--- config.mk ---
export PLATFORM = sky130hd
export DESIGN_NAME = sd_init_sequencer
export DESIGN_NICKNAME = d
export VERILOG_FILES = /design/src/rtl/sd_init_sequencer.sv
export SDC_FILE = /design/constraint.sdc
export NUM_CORES = 1
export LEC_CHECK = 0
export ABC_CLOCK_PERIOD_IN_PS = 3500
export CAP_MARGIN = 20
export CELL_PAD_IN_SITES_DETAIL_PLACEMENT = 1
export CELL_PAD_IN_SITES_GLOBAL_PLACEMENT = 1
export CORE_MARGIN = 4
export CORE_UTILIZATION = 40
export DETAILED_ROUTE_END_ITERATION = 8
export GPL_TIMING_DRIVEN = 0
export PLACE_DENSITY = 0.87
export SETUP_SLACK_MARGIN = 0.15
export SYNTH_ARGS = -nofsm -noshare
export SYNTH_HDL_FRONTEND = slang
export SYNTH_SLANG_ARGS = --single-unit
--- constraint.sdc ---
create_clock -name clk -period 3.5 [get_ports clk]
set_input_delay 0.7 -clock clk [delete_from_list [all_inputs] [get_ports clk]]
set_output_delay 0.7 -clock clk [all_outputs]
set_load 0.01 [all_outputs]
--- src/rtl/sd_init_sequencer.sv ---
// SD-card SPI-mode initialisation sequencer: power-up delay, CMD0, CMD8,
// CMD55/ACMD41 polling loop and CMD58, driving a single-command SPI engine.
module sd_init_sequencer #(
    parameter int POWERUP_CYCLES = 1000,
    parameter int ACMD41_RETRIES = 1000,
    parameter int CMD_TIMEOUT    = 4096
) (
    input  logic        clk,
    input  logic        res_n,
    input  logic        init_start,
    output logic        init_busy,
    output logic        init_done,
    output logic        init_error,
    output logic [3:0]  err_code,
    output logic        card_hc,
    output logic [47:0] spi_cmd_data,
    output logic        spi_cmd,
    input  logic        spi_busy,
    input  logic        spi_error,
    input  logic [47:0] spi_response,
    output logic [2:0]  dbg_state
);
    localparam int DLY_W = $clog2(POWERUP_CYCLES) + 1;
    localparam int RET_W = $clog2(ACMD41_RETRIES) + 1;
    localparam int TMO_W = $clog2(CMD_TIMEOUT) + 1;
    localparam logic [DLY_W-1:0] DLY_LOAD   = DLY_W'(POWERUP_CYCLES);
    localparam logic [RET_W-1:0] RETRY_LAST = RET_W'(ACMD41_RETRIES - 1);
    localparam logic [TMO_W-1:0] TMO_LAST   = TMO_W'(CMD_TIMEOUT - 1);

    localparam logic [47:0] FRAME_CMD0   = 48'h40_00000000_95;
    localparam logic [47:0] FRAME_CMD8   = 48'h48_000001AA_87;
    localparam logic [47:0] FRAME_CMD55  = 48'h77_00000000_65;
    localparam logic [47:0] FRAME_ACMD41 = 48'h69_40000000_77;
    localparam logic [47:0] FRAME_CMD58  = 48'h7A_00000000_FD;

    typedef enum logic [2:0] {
        S_IDLE, S_POWERUP, S_ISSUE, S_WAIT_ACCEPT,
        S_WAIT_DONE, S_CHECK, S_DONE, S_FAIL
    } state_t;

    typedef enum logic [2:0] {
        C_CMD0, C_CMD8, C_CMD55, C_ACMD41, C_CMD58
    } cmd_t;

    state_t           state, state_nxt;
    cmd_t             cur_cmd, cmd_nxt;
    logic [3:0]       fail_code;
    logic             retry_inc;
    logic [47:0]      frame;
    logic [DLY_W-1:0] dly_cnt;
    logic [RET_W-1:0] retry_cnt;
    logic [TMO_W-1:0] tmo_cnt;
    logic [7:0]       r1_q;
    logic             ccs_q;
    logic [3:0]       vca_q;
    logic [7:0]       pat_q;
    logic             unused_resp;

    assign unused_resp = ^{spi_response[39], spi_response[37:20], spi_response[7:0]};
    assign dbg_state   = state;

    always_comb begin
        frame = FRAME_CMD0;
        case (cur_cmd)
            C_CMD8:   frame = FRAME_CMD8;
            C_CMD55:  frame = FRAME_CMD55;
            C_ACMD41: frame = FRAME_ACMD41;
            C_CMD58:  frame = FRAME_CMD58;
            default:  frame = FRAME_CMD0;
        endcase
    end

    // Engine handshake: spi_cmd is a one-cycle strobe accepted only while
    // spi_busy is low; the engine raises spi_busy the following cycle and the
    // response is valid on the cycle spi_busy falls again.
    always_comb begin
        state_nxt = state;
        cmd_nxt   = cur_cmd;
        fail_code = 4'd0;
        retry_inc = 1'b0;
        case (state)
            S_IDLE, S_DONE, S_FAIL: begin
                if (init_start) state_nxt = S_POWERUP;
            end
            S_POWERUP: begin
                if (dly_cnt == '0) begin
                    state_nxt = S_ISSUE;
                    cmd_nxt   = C_CMD0;
                end
            end
            S_ISSUE: begin
                if (!spi_busy) state_nxt = S_WAIT_ACCEPT;
            end
            S_WAIT_ACCEPT, S_WAIT_DONE: begin
                if (spi_error) begin
                    state_nxt = S_FAIL;
                    fail_code = 4'd7;
                end else if (tmo_cnt == TMO_LAST) begin
                    state_nxt = S_FAIL;
                    fail_code = 4'd6;
                end else if (state == S_WAIT_ACCEPT && spi_busy) begin
                    state_nxt = S_WAIT_DONE;
                end else if (state == S_WAIT_DONE && !spi_busy) begin
                    state_nxt = S_CHECK;
                end
            end
            S_CHECK: begin
                state_nxt = S_FAIL;
                case (cur_cmd)
                    C_CMD0: begin
                        fail_code = 4'd1;
                        if (r1_q == 8'h01) begin
                            state_nxt = S_ISSUE;
                            cmd_nxt   = C_CMD8;
                        end
                    end
                    C_CMD8: begin
                        fail_code = 4'd2;
                        if (r1_q == 8'h01 && vca_q == 4'h1 && pat_q == 8'hAA) begin
                            state_nxt = S_ISSUE;
                            cmd_nxt   = C_CMD55;
                        end
                    end
                    C_CMD55: begin
                        fail_code = 4'd3;
                        if ((r1_q & 8'hFE) == 8'h00) begin
                            state_nxt = S_ISSUE;
                            cmd_nxt   = C_ACMD41;
                        end
                    end
                    C_ACMD41: begin
                        if (r1_q == 8'h00) begin
                            state_nxt = S_ISSUE;
                            cmd_nxt   = C_CMD58;
                        end else if (r1_q == 8'h01) begin
                            retry_inc = 1'b1;
                            if (retry_cnt == RETRY_LAST) begin
                                fail_code = 4'd4;
                            end else begin
                                state_nxt = S_ISSUE;
                                cmd_nxt   = C_CMD55;
                            end
                        end else begin
                            fail_code = 4'd3;
                        end
                    end
                    default: begin
                        fail_code = 4'd5;
                        if (r1_q == 8'h00) state_nxt = S_DONE;
                    end
                endcase
            end
            default: state_nxt = S_IDLE;
        endcase
    end

    always_ff @(posedge clk or negedge res_n) begin
        if (!res_n) begin
            state   <= S_IDLE;
            cur_cmd <= C_CMD0;
        end else begin
            state   <= state_nxt;
            cur_cmd <= cmd_nxt;
        end
    end

    always_ff @(posedge clk or negedge res_n) begin
        if (!res_n) begin
            init_busy    <= 1'b0;
            init_done    <= 1'b0;
            init_error   <= 1'b0;
            err_code     <= 4'd0;
            card_hc      <= 1'b0;
            spi_cmd_data <= '0;
            spi_cmd      <= 1'b0;
            dly_cnt      <= '0;
            retry_cnt    <= '0;
            tmo_cnt      <= '0;
            r1_q         <= '0;
            ccs_q        <= 1'b0;
            vca_q        <= '0;
            pat_q        <= '0;
        end else begin
            spi_cmd <= 1'b0;
            case (state)
                S_IDLE, S_DONE, S_FAIL: begin
                    if (init_start) begin
                        init_busy  <= 1'b1;
                        init_done  <= 1'b0;
                        init_error <= 1'b0;
                        err_code   <= 4'd0;
                        card_hc    <= 1'b0;
                        retry_cnt  <= '0;
                        dly_cnt    <= DLY_LOAD;
                    end
                end
                S_POWERUP: begin
                    if (dly_cnt != '0) dly_cnt <= dly_cnt - 1'b1;
                end
                S_ISSUE: begin
                    if (!spi_busy) begin
                        spi_cmd      <= 1'b1;
                        spi_cmd_data <= frame;
                        tmo_cnt      <= '0;
                    end
                end
                S_WAIT_ACCEPT, S_WAIT_DONE: begin
                    tmo_cnt <= tmo_cnt + 1'b1;
                    if (state == S_WAIT_DONE && !spi_busy) begin
                        r1_q  <= spi_response[47:40];
                        ccs_q <= spi_response[38];
                        vca_q <= spi_response[19:16];
                        pat_q <= spi_response[15:8];
                    end
                end
                S_CHECK: begin
                    if (retry_inc) retry_cnt <= retry_cnt + 1'b1;
                end
                default: ;
            endcase
            // Terminal-state entry: outputs settle together with the state.
            if (state_nxt == S_FAIL && state != S_FAIL) begin
                init_busy  <= 1'b0;
                init_error <= 1'b1;
                err_code   <= fail_code;
            end
            if (state_nxt == S_DONE && state != S_DONE) begin
                init_busy <= 1'b0;
                init_done <= 1'b1;
                card_hc   <= ccs_q;
            end
        end
    end

endmodule
# Yosys cells after proc, flatten, opt, wreduce, memory -nomap -nowiden
# Cells that the tools add are included.
dict set report classes {
  n_addsub 3
  n_eq_ne 31
  muxes 59
  n_bitwise 1
  n_reduce_logical 34
}
# op n
set op_table {}
lappend op_table {{$pmux 46 s4} 1}
lappend op_table {{$mux 3} 23}
lappend op_table {{$mux 11} 4}
lappend op_table {{$pmux 11 s2} 2}
lappend op_table {{$pmux 13 s2} 1}
lappend op_table {{$pmux 3 s4} 2}
lappend op_table {{$eq 3x3->1 const B} 7}
lappend op_table {{$mux 4} 5}
lappend op_table {{$logic_not 8->1} 2}
lappend op_table {{$mux 1} 16}
lappend op_table {{$pmux 4 s4} 1}
lappend op_table {{$reduce_bool 2->1} 8}
lappend op_table {{$ne 3x3->1 const B} 5}
lappend op_table {{$pmux 3 s5} 1}
lappend op_table {{$add 13x1->13 const B} 1}
lappend op_table {{$eq 13x12->1 const B} 1}
lappend op_table {{$mux 13} 1}
lappend op_table {{$eq 3x2->1 const B} 4}
lappend op_table {{$reduce_and 2->1} 6}
lappend op_table {{$add 11x1->11 const B} 1}
lappend op_table {{$eq 11x10->1 const B} 1}
lappend op_table {{$logic_not 11->1} 1}
lappend op_table {{$reduce_bool 11->1} 1}
lappend op_table {{$sub 11x1->11 const B} 1}
lappend op_table {{18 further kinds} 32}
dict set report word_totals {
  register_bits 119
  in_bits 53
  out_inout_bits 60
}

# Logic depth before layout (Yosys ltp)
dict set report logic_depth {
  depth_word 11
  mapped_depth 9
  depth_no_buf 8
}

# Worst setup path before layout
# OpenSTA, ideal clock, no wires.
dict set report synth_timing {
  path_type {register to register}
  start {register r1_q[5]}
  end {register init_error}
  t_arrival_ns 2.103
  required_time_ns 3.382
  slack_ns 1.278
  stages_incl_launch_ff 8
  synth_period_minus_slack_ns 2.222
  cell_sequence {dfrtp_1 > or4_4 > or2_4 > nor4_4 > o221ai_2 > and3_1 > buf_6 > a21o_1}
}
dict set report synth_via {
  elab_chain_cells 10
  word_cells_on_any_way 19
  classes_between {eq/ne (2); mux (9); reduce/logical (8)}
}
# element line
set synth_lines {}
lappend synth_lines {{from (decl)} 53} ;# logic [7:0] r1_q;
lappend synth_lines {{from (signal assigned)} 210} ;# r1_q <= spi_response[47:40];
lappend synth_lines {{$eq 8x1->1} {112, 119, 135}}
lappend synth_lines {{$logic_and 1x1->1 (2 in a row)} 119} ;# if (r1_q == 8'h01 && vca_q == 4'h1 && pat_q == 8'hAA) begin
lappend synth_lines {{$mux 3} 119}
lappend synth_lines {{$pmux 3 s4 (*)} 109} ;# case (cur_cmd)
lappend synth_lines {{$pmux 3 s5 (*)} 81} ;# case (state)
lappend synth_lines {{$eq 3x3->1 (*)} 222} ;# if (state_nxt == S_FAIL && state != S_FAIL) begin
lappend synth_lines {{$logic_and 1x1->1 (*)} 222}
lappend synth_lines {{$reduce_bool 2->1 (no line)} n/a}
lappend synth_lines {{$reduce_and 2->1 (no line)} n/a}
lappend synth_lines {{to (signal assigned)} 171} ;# init_error <= 1'b0;
lappend synth_lines {{to (signal assigned)} 190} ;# init_error <= 1'b0;
lappend synth_lines {{to (signal assigned)} 224} ;# init_error <= 1'b1;
lappend synth_lines {{to (decl)} 13} ;# output logic init_error,
# Every way passes the cells marked *; elsewhere a longest branch is shown, timed or not.
# A chain may end at the register's enable or synchronous reset.

# Final worst setup path
dict set report layout_timing {
  start {register state[0] (netlist: dbg_state[0])}
  end {register r1_q[4]}
}
dict set report layout_via {
  elab_chain_cells 3
  word_cells_on_any_way 5
  classes_between {eq/ne (2); reduce/logical (3)}
}
# element line
set layout_lines {}
lappend layout_lines {{from (decl)} 45} ;# state_t state, state_nxt;
lappend layout_lines {{from (signal assigned)} 162} ;# state <= state_nxt;
lappend layout_lines {{$eq 3x2->1 / $eq 3x3->1 (equally long branches)} {185, 209}}
lappend layout_lines {{$reduce_or 2->1 / $logic_and 1x1->1 (equally long branches)} {185, 209}}
lappend layout_lines {{$reduce_and 2->1 (no line) (*)} n/a}
# Marks and branches as above.

==> out/qor.csv <==
stage,metric,value,unit
cells_and_area,diodes,0,
timing,fmax,0.3748,GHz
routing,routed_wl,11.04,mm
global_routing,grt_pass1_vias,3742,
synthesis,syn_inst,425,
power_and_ir_drop,pwr-share-clk,20.5,%
synthesis,yosys_warnings,0,
synthesis,ys_ff_latch,82,
cells_and_area,drive_above_1_share,16.57,%
clock_network,postCtsSetupBuffers,0,
place,portBuffers,56,
timing,period_share,76.23,%
synthesis,async_flop_share,100.0,%
clock_network,insertion_delay,380,ps
setup_path,crit_path_start_kind,flip-flop,
synthesis,syn_avg_cell_area,9.986,sq um
floorplanning,num_rows,37,
setup_path,crit_path_start,dbg_state[0]$_DFF_PN0_,
power_and_ir_drop,pwr-share-comb,40.8,%
status,outcome,finished clean,
timing,setup_slack,831.8,ps
power_and_ir_drop,powerDensity,738.8,nW/um^2
synthesis,yosys-top-cells-area,"dfrtp_1 48%, buf_4 6.5%, mux2_2 5.3%",
cells_and_area,fin_util,51.59,%
routing,vias,3434,
place,postPlaceCellArea,5094,sq um
setup_path,slowest_stage,nor4b_1,
run,max_cap_viol_count,0,
cells_and_area,layout_commonest_cell,dfrtp_1,
setup_path,worstSetupEndpointType,flip-flop,
routing,ant_nets,0,
setup_path,worst-path-buf-inv,3,
setup_path,cpPeakStageDelay,760,ps
setup_path,worstPathRequired,3760,ps
timing,relSlewSlack,45.37,%
routing,avgRoutedWirePerCell,16.69,microns
setup_path,r2r-start,dbg_state[0]$_DFF_PN0_,
timing,fin_crit,2668,ps
setup_path,reg2regPathDepth,5,
worst_hold_path,holdCritPathClass,primary input to async pin,
clock_network,cts_max_level,3,
routing,first_iter_violations,126,
routing,top_layer_used,met4,
global_routing,grt_pass1_wl,18.59,mm
synthesis,ys_seq_area_share,48.35,%
setup_path,ff2ff_setup_slack,830,ps
place,post-place-ws,453.5,ps
timing,finalSetupTns,0,ps
power_and_ir_drop,p_leak,2.324,nW
synthesis,ys.flop_type,dfrtp_1,
timing,finalClockSkew,21.03,ps
timing,setup_viol_count_final,0,
synthesis,synth_top_area_share,48.35,%
floorplanning,die_height,111.0,microns
synthesis,yosysTopAreaCell,dfrtp_1,
global_routing,antenna_found_initial,0,
routing,drt_pre_antenna_iters,4,
synthesis,synth_edf_count,0,
routing,drc_errors,0,
clock_network,clk_path_buf_depth,2,
setup_path,worstPathArrival,2920,ps
setup_path,critPathKind,flip-flop to flip-flop,
global_routing,grt_util_all_layers,18.55,%
timing,hold_viol,0,
floorplanning,fp.dieW,111.0,microns
cells_and_area,final_area,5326,sq um
routing,wl_met2,5.815,mm
synthesis,syn_area,4244,sq um
setup_path,cp_common_cell,clkbuf_1,
clock_network,ctsHoldBuffers,0,
setup_path,cpLargestDelayFamily,buffers and inverters,
floorplanning,design.die.area,12320,sq um
power_and_ir_drop,power_frac_seq,38.7,%
power_and_ir_drop,p_switching,1.493,mW
cells_and_area,syn_to_final_growth,25.50,%
floorplanning,start_util,41.11,%
cells_and_area,mostFrequentLayoutCells,"82 x dfrtp_1, 56 x nand2_1, 55 x clkdlybuf4s50_1",
clock_network,cts_tree,built,
place,routabilityCongestion,0.8504,
setup_path,worstReg2RegEnd,r1_q[4]$_DFFE_PN0P_,
floorplanning,pin_count,113,
setup_path,critPathCapture,r1_q[4]$_DFFE_PN0P_,
global_routing,grt_max_degree,44,
routing,dr_wl_met3,481,microns
floorplanning,core_area,10320,sq um
place,dp_hpwl,8.137,mm
routing,viasPerCell,5.195,
clock_network,root_buffer,clkbuf_8,
clock_network,cts_resized,0,
setup_path,crit_chain,clkbuf_1 > clkbuf_1 > nor4b_1 > clkbuf_1 > mux2_2,
setup_path,crit_path_max_fanout,10,
routing,wl_met1,4.591,mm
global_routing,grt.overflow.total,0,
setup_path,path_depth,5,
power_and_ir_drop,p_sw_share,37.95,%
timing,slew_viol_final,0,
synthesis,yosysUniqueCellTypes,62,
clock_network,cts_inserted_buffers,9,
timing,worst_pin_slew,808.1,ps
clock_network,cts_sinks,82,
clock_network,clk_pin_slew,100,ps
cells_and_area,nets,576,
power_and_ir_drop,intPower,2.442,mW
power_and_ir_drop,peakVddDrop,0.3020,mV
timing,rsz0062_at_grt,no,
-- layer usage --
metal  track usage [%]  vias to the layer above
met5                 0                        -
li1                  -                     1628
met1             22.05                     1718
met3             4.476                       15
met2             33.50                       73
met4             4.762                        0
-- per-stage QoR --
step | hold WS, ps | cells | power [mW]
6_report | 305.0 | 661 | 3.935
5_1_grt | 331.2 | 661 | 4.221
4_1_cts | 320.1 | 661 | 3.965
3_5_place_dp | 469.4 | 645 | 3.130
3_3_place_gp | 461.4 | 644 | 3.017
2_1_floorplan | 404.4 | 452 | 2.529
-- area by class of cell --
class | count | area (sq um)
fillers | 1188 | 4997
flip-flops and latches | 82 | 2052
multi-input cells | 306 | 1906
repair buffers | 57 | 578.1
plain buffers | 57 | 361.6
well taps | 136 | 170.2
clock buffers | 10 | 137.6
clock inverters | 6 | 95.09
inverters | 7 | 26.28
-- worst min-delay path by stage --
stage,from,to,cells past startpoint
after floorplan,res_n,card_hc$_DFFE_PN0P_,0
after global placement,tmo_cnt[12]$_DFFE_PN0P_,tmo_cnt[12]$_DFFE_PN0P_,1
after detailed placement,tmo_cnt[12]$_DFFE_PN0P_,tmo_cnt[12]$_DFFE_PN0P_,1
after CTS,res_n,tmo_cnt[9]$_DFFE_PN0P_,1
after global routing,res_n,tmo_cnt[6]$_DFFE_PN0P_,1
final,res_n,tmo_cnt[6]$_DFFE_PN0P_,1
-- power groups by stage --
| stage | Combinational (mW) | Clock, mW | Sequential (mW) |
|---|---|---|---|
| 2_1_floorplan | 1.03 | 0 | 1.50 |
| 3_3_place_gp | 1.51 | 0 | 1.51 |
| 3_5_place_dp | 1.59 | 0 | 1.54 |
| 4_1_cts | 1.62 | 0.826 | 1.52 |
| 5_1_grt | 1.78 | 0.871 | 1.57 |
| 6_report | 1.60 | 0.806 | 1.52 |
-- flip-flops by register name (all words and copies together) (netlist names) --
register,count
tmo_cnt,13
spi_cmd_data,12
dly_cnt,11
retry_cnt,11
pat_q,8
r1_q,8
vca_q,4
cur_cmd,3
dbg_state,3
err_code,3
card_hc,1
ccs_q,1
init_busy,1
init_done,1
init_error,1
spi_cmd,1
-- cells by family after synthesis --
logic type,after synthesis,synth area share (%)
compound gates,68,10.94
xor+xnor,20,4.127
fa+ha+maj,3,0.8845
buf+inv,64,9.139
flops,82,48.35
mux,29,7.429
other cells,1,0.08836
simple gates,158,19.04
-- synth_stat cells, drive strengths merged (3+ instances only) --
cell type / count
o31ai: 4
o311ai: 3
ha: 3
inv: 6
buf: 39
or3: 3
nor3: 10
o211ai: 5
nor2b: 3
mux2: 20
nand4: 9
a21o: 4
xor2: 6
clkbuf: 18
a21oi: 8
xnor2: 14
nand3: 14
dfrtp: 82
mux2i: 9
nor4: 9
o21ai: 24
nand3b: 3
nor2: 29
a31oi: 3
and3: 3
nand2: 56
(Power assumes the default switching activity.)
